===== config.mk =====
export PLATFORM = sky130hd
export DESIGN_NAME = ledstrip_frame_seq
export DESIGN_NICKNAME = d
export VERILOG_FILES = /design/src/rtl/ledstrip_frame_seq.sv
export SDC_FILE = /design/constraint.sdc
export NUM_CORES = 1
export LEC_CHECK = 0
export CORE_ASPECT_RATIO = 1.4
export CORE_MARGIN = 4
export CORE_UTILIZATION = 60
export DETAILED_ROUTE_END_ITERATION = 8
export PLACE_DENSITY = 0.79
export SLEW_MARGIN = 20
export SYNTH_ARGS = -nofsm -noshare
export SYNTH_HDL_FRONTEND = slang
export SYNTH_SLANG_ARGS = --single-unit

===== constraint.sdc =====
create_clock -name clk -period 4.1 [get_ports clk]
set_input_delay 0.82 -clock clk [delete_from_list [all_inputs] [get_ports clk]]
set_output_delay 0.82 -clock clk [all_outputs]
set_load 0.01 [all_outputs]

===== src/rtl/ledstrip_frame_seq.sv =====
// Pixel buffer plus frame sequencer that streams buffered GRB pixels to an LED strip driver.
// Optional per-channel brightness scaling is enabled by defining LEDSTRIP_BRIGHTNESS_EN.
`timescale 1ns/1ps
module ledstrip_frame_seq #(
  parameter int NUM_LEDS = 16
) (
  input  logic        clk,
  input  logic        reset,
  input  logic        wr_en,
  input  logic [3:0]  wr_addr,
  input  logic [23:0] wr_data,
  input  logic        start,
  input  logic [4:0]  frame_len,
  input  logic [7:0]  brightness,
  output logic        busy,
  output logic        done,
  output logic [23:0] data_out,
  output logic        valid,
  output logic        latch,
  input  logic        ready
);

  typedef enum logic [1:0] {IDLE, FETCH, PRESENT, DONE} state_t;

  state_t      state, state_next;
  logic [3:0]  index;
  logic [4:0]  len;
  logic [4:0]  clamped_len;
  logic [23:0] pixel_mem [NUM_LEDS];
  logic [23:0] fetch_pixel;
  logic [23:0] scaled_pixel;
  logic        last_pixel;
  logic        transfer;

  assign clamped_len = (frame_len > 5'(NUM_LEDS)) ? 5'(NUM_LEDS) : frame_len;
  assign last_pixel  = ({1'b0, index} == (len - 5'd1));
  assign fetch_pixel = pixel_mem[index];
  assign transfer    = valid & ready;

`ifdef LEDSTRIP_BRIGHTNESS_EN
  // Scale by (brightness+1)/256 so brightness=255 is an exact pass-through.
  function automatic logic [7:0] scale_channel(input logic [7:0] c, input logic [7:0] b);
    return 8'((16'(c) * (16'(b) + 16'd1)) >> 8);
  endfunction

  assign scaled_pixel = {scale_channel(fetch_pixel[23:16], brightness),
                         scale_channel(fetch_pixel[15:8],  brightness),
                         scale_channel(fetch_pixel[7:0],   brightness)};
`else
  logic unused_brightness;
  assign unused_brightness = ^brightness;
  assign scaled_pixel      = fetch_pixel;
`endif

  // The buffer is only writable while idle and is deliberately not cleared by reset.
  always_ff @(posedge clk) begin
    if (!reset && state == IDLE && wr_en && ({1'b0, wr_addr} < 5'(NUM_LEDS)))
      pixel_mem[wr_addr] <= wr_data;
  end

  always_ff @(posedge clk) begin
    if (reset) state <= IDLE;
    else       state <= state_next;
  end

  always_comb begin
    state_next = state;
    busy       = 1'b0;
    done       = 1'b0;
    valid      = 1'b0;
    latch      = 1'b0;
    case (state)
      IDLE: begin
        if (start) state_next = (clamped_len == 5'd0) ? DONE : FETCH;
      end
      FETCH: begin
        busy       = 1'b1;
        state_next = PRESENT;
      end
      PRESENT: begin
        busy  = 1'b1;
        valid = 1'b1;
        latch = last_pixel;
        if (ready) state_next = last_pixel ? DONE : FETCH;
      end
      DONE: begin
        done       = 1'b1;
        state_next = IDLE;
      end
      default: state_next = IDLE;
    endcase
  end

  // Frame length is captured once at acceptance so later frame_len changes are harmless.
  always_ff @(posedge clk) begin
    if (reset) begin
      index    <= 4'd0;
      len      <= 5'd0;
      data_out <= 24'd0;
    end else begin
      if (state == IDLE && start) begin
        len   <= clamped_len;
        index <= 4'd0;
      end
      if (state == FETCH)
        data_out <= scaled_pixel;
      if (transfer && !last_pixel)
        index <= index + 4'd1;
    end
  end

endmodule

==> flow_summary.json <==
{
  "cts.root.buffer_cell": "clkbuf_16",
  "slew_headroom_pct": 26.6,
  "drv_cap": 0,
  "first_iter_violations": 828,
  "layout_worst_path_cycle_share_pct": 94.6,
  "outcome": "complete, no violations",
  "drive_gt1_share_pct": 23.3,
  "yosys_warnings": 0,
  "cts_setup_buffers": 0,
  "grt_pass1_vias": 8623,
  "p_per_area_mw_per_mm2": 491,
  "period_needed_ps": 3880,
  "gp_congestion": 0.779,
  "synth_edf_count": 384,
  "tns_ps": 0,
  "cts_buffer_depth": 3,
  "ys.flop_type": "edfxtp_1",
  "rr_worst_depth": 5,
  "multi_input_area_mm2": 0.00356,
  "syn_inst": 756,
  "routed_wl_um": 35200,
  "drc": 0,
  "min_to": "data_out[2]$_SDFFE_PP0P_",
  "hp-class": "flip-flop to flip-flop",
  "grt_pass1_wl_um": 53600,
  "rsz0062_at_grt": "no",
  "grt_overflow": 0,
  "filler_cell_count": 1485,
  "postSynthAreaPerCell_um2": 21.1,
  "numCtsBuffers": 38,
  "areaGrowthSynthToFinish_pct": 14.9,
  "critPathArrivalTime_ps": 3060,
  "die_y_um": 201,
  "r2r-start": "index[0]$_SDFFE_PP0P_",
  "synth_cell_type_count": 42,
  "cp-start-kind": "flip-flop",
  "clk_pin_slew_worst_paths_ps": 60,
  "via_per_inst": 6.77,
  "post_cts_resized": 0,
  "worstPathRequired_ps": 3280,
  "min_from": "data_out[2]$_SDFFE_PP0P_",
  "port-buffer-count": 65,
  "rows": 70,
  "grt_antenna_before_repair": 2,
  "timing.rr.end": "data_out[23]$_SDFFE_PP0P_",
  "async_flop_share_pct": 0,
  "tightest_slew_ps": 1100,
  "track_usage_pct": 24.4,
  "route.vias.total": 8188,
  "grt_max_degree": 52,
  "syn-num-nets": 809,
  "dieArea_mm2": 0.0293,
  "finalHoldViolations": 0,
  "hold_buffers": 0,
  "cp-end-kind": "output pin",
  "nets": 908,
  "path_max_fanout": 5,
  "core-area_mm2": 0.0262,
  "skew_ps": 15.9,
  "seqCellArea_mm2": 0.0122,
  "min_path_cells": 2,
  "rrSetupSlack_ps": 1310,
  "criticalPathCategory": "flip-flop to output pin",
  "ir_drop_mv": 0.423,
  "power_w": 0.00899,
  "ys_seq_area_share_pct": 76.7,
  "final-setup-viol-count": 0,
  "io_pins": 74,
  "dieWidth_um": 146,
  "yosys_register_bits": 419,
  "ant_nets": 0,
  "cts_max_level": 2,
  "place_hpwl_um": 19400,
  "syn_area_mm2": 0.0160,
  "start_util_pct": 60.9,
  "drtPass1Iterations": 6,
  "clk_latency_ps": 520,
  "cts.sinks": 419,
  "max_freq_mhz": 258,
  "routedWlPerCell_um": 29.1,
  "tritoncts": "done",
  "drv_slew": 0,
  "leakagePower_nw": 5.67
}
[state kept, by name, summed over array words and instances (netlist names)]
signal and cells:
state 2, len 5, pixel_mem 384, index 4
data_out 24
[cell families (layout without fill, tap and decap cells)]
group	after synthesis	count (layout)	synth area share, %
XOR/XNOR	5	5	0.274
flip-flops	419	419	76.7
adder cells (fa/ha/maj)	7	7	0.549
other	0	2	0
buffers and inverters	51	178	1.38
AND/OR/NAND/NOR	85	85	2.91
AO/OA/AOI/OAI	93	93	4.66
multiplexers	96	96	13.6
[critical path, stage by stage, from the launching register on]
cell,delay [ps]
dfxtp_1,400
inv_1,70
ha_1,270
o21ba_2,220
a221o_1,380
a2111oi_4,450
and2_4,230
clkdlybuf4s50_1,530
[per-stage QoR]
step,utilization [%],hold slack [ps],setup slack [ps],cell area (um2),std cells
finish,70.0,486,221,18300,1209
global route,70.0,507,129,18300,1209
CTS,69.9,489,44.3,18300,1205
detailed placement,65.5,478,590,17100,1137
global placement,65.5,470,673,17100,1137
floorplan,-,449,403,16000,756
[final cells by class]
cell class / instances / area share [%]
sequential: 419 / 66.8
multi-input combinational: 286 / 19.4
clock buffer: 54 / 5.69
timing repair buffer: 103 / 5.11
tap: 324 / 2.21
clock inverter: 14 / 0.642
inverter: 7 / 0.143
antenna: 2 / 0.0273
[cells in the mapped netlist (3+ instances only)]
cell type  number  share of area [%]
nand2b_1       27                1.1
nor3b_1         4               0.19
nand2_1         8               0.19
nor2_1         21               0.49
xnor2_1         5               0.27
a22o_1         24                1.3
dfxtp_1        35                4.4
o22ai_1        24               0.94
inv_1           7               0.16
a21oi_1         8               0.25
nor3_1          7               0.22
clkbuf_1       28               0.66
mux4_2         96                 14
edfxtp_1      384                 72
buf_2          11               0.35
ha_1            7               0.55
a221oi_1       24                1.3
nand3_1         3              0.094
[metal layers]
layer | share of wire (%) | track usage [%] | vias up
li1 | - | - | 3379
met1 | 36 | 32.0 | 4299
met2 | 54 | 42.4 | 435
met3 | 7.5 | 3.39 | 75
met4 | 2.6 | 8.79 | 0
met5 | 0 | 0 | -
[power by group]
part / switching [W] / total, W / internal (W)
Clock: 0.00144 / 0.00334 / 0.00190
Sequential: 0.0000732 / 0.00484 / 0.00477
Combinational: 0.000417 / 0.000813 / 0.000396
Total: 0.00193 / 0.00899 / 0.00706
[placed cells by master (no fill, tap or decap), drive strengths merged, types with 2 or more instances in the layout]
cell type,count
nor2,21
o41ai,2
mux4,96
a21oi,8
a211o,2
nand4,2
and2,3
a22o,24
o2111ai,2
nand2b,27
o211ai,2
nand2,8
nor3b,4
nand3,4
buf,38
o22ai,24
nor2b,2
dfxtp,35
diode,2
inv,8
clkbuf,54
xnor2,5
a221oi,24
nor3,7
edfxtp,384
clkdlybuf4s50,65
clkinv,10
bufinv,2
ha,7
[worst max-delay path by stage]
stage | end | start | slack (ps)
after floorplan | pixel_mem[0][0]$_DFFE_PP_ | reset | 400
after global placement | latch | len[0]$_SDFFE_PP0P_ | 670
after detailed placement | latch | len[0]$_SDFFE_PP0P_ | 590
after CTS | latch | len[0]$_SDFFE_PP0P_ | 40
after global routing | latch | len[0]$_SDFFE_PP0P_ | 130
final | latch | len[0]$_SDFFE_PP0P_ | 220
Note: power is estimated with default switching activity, not from simulation.
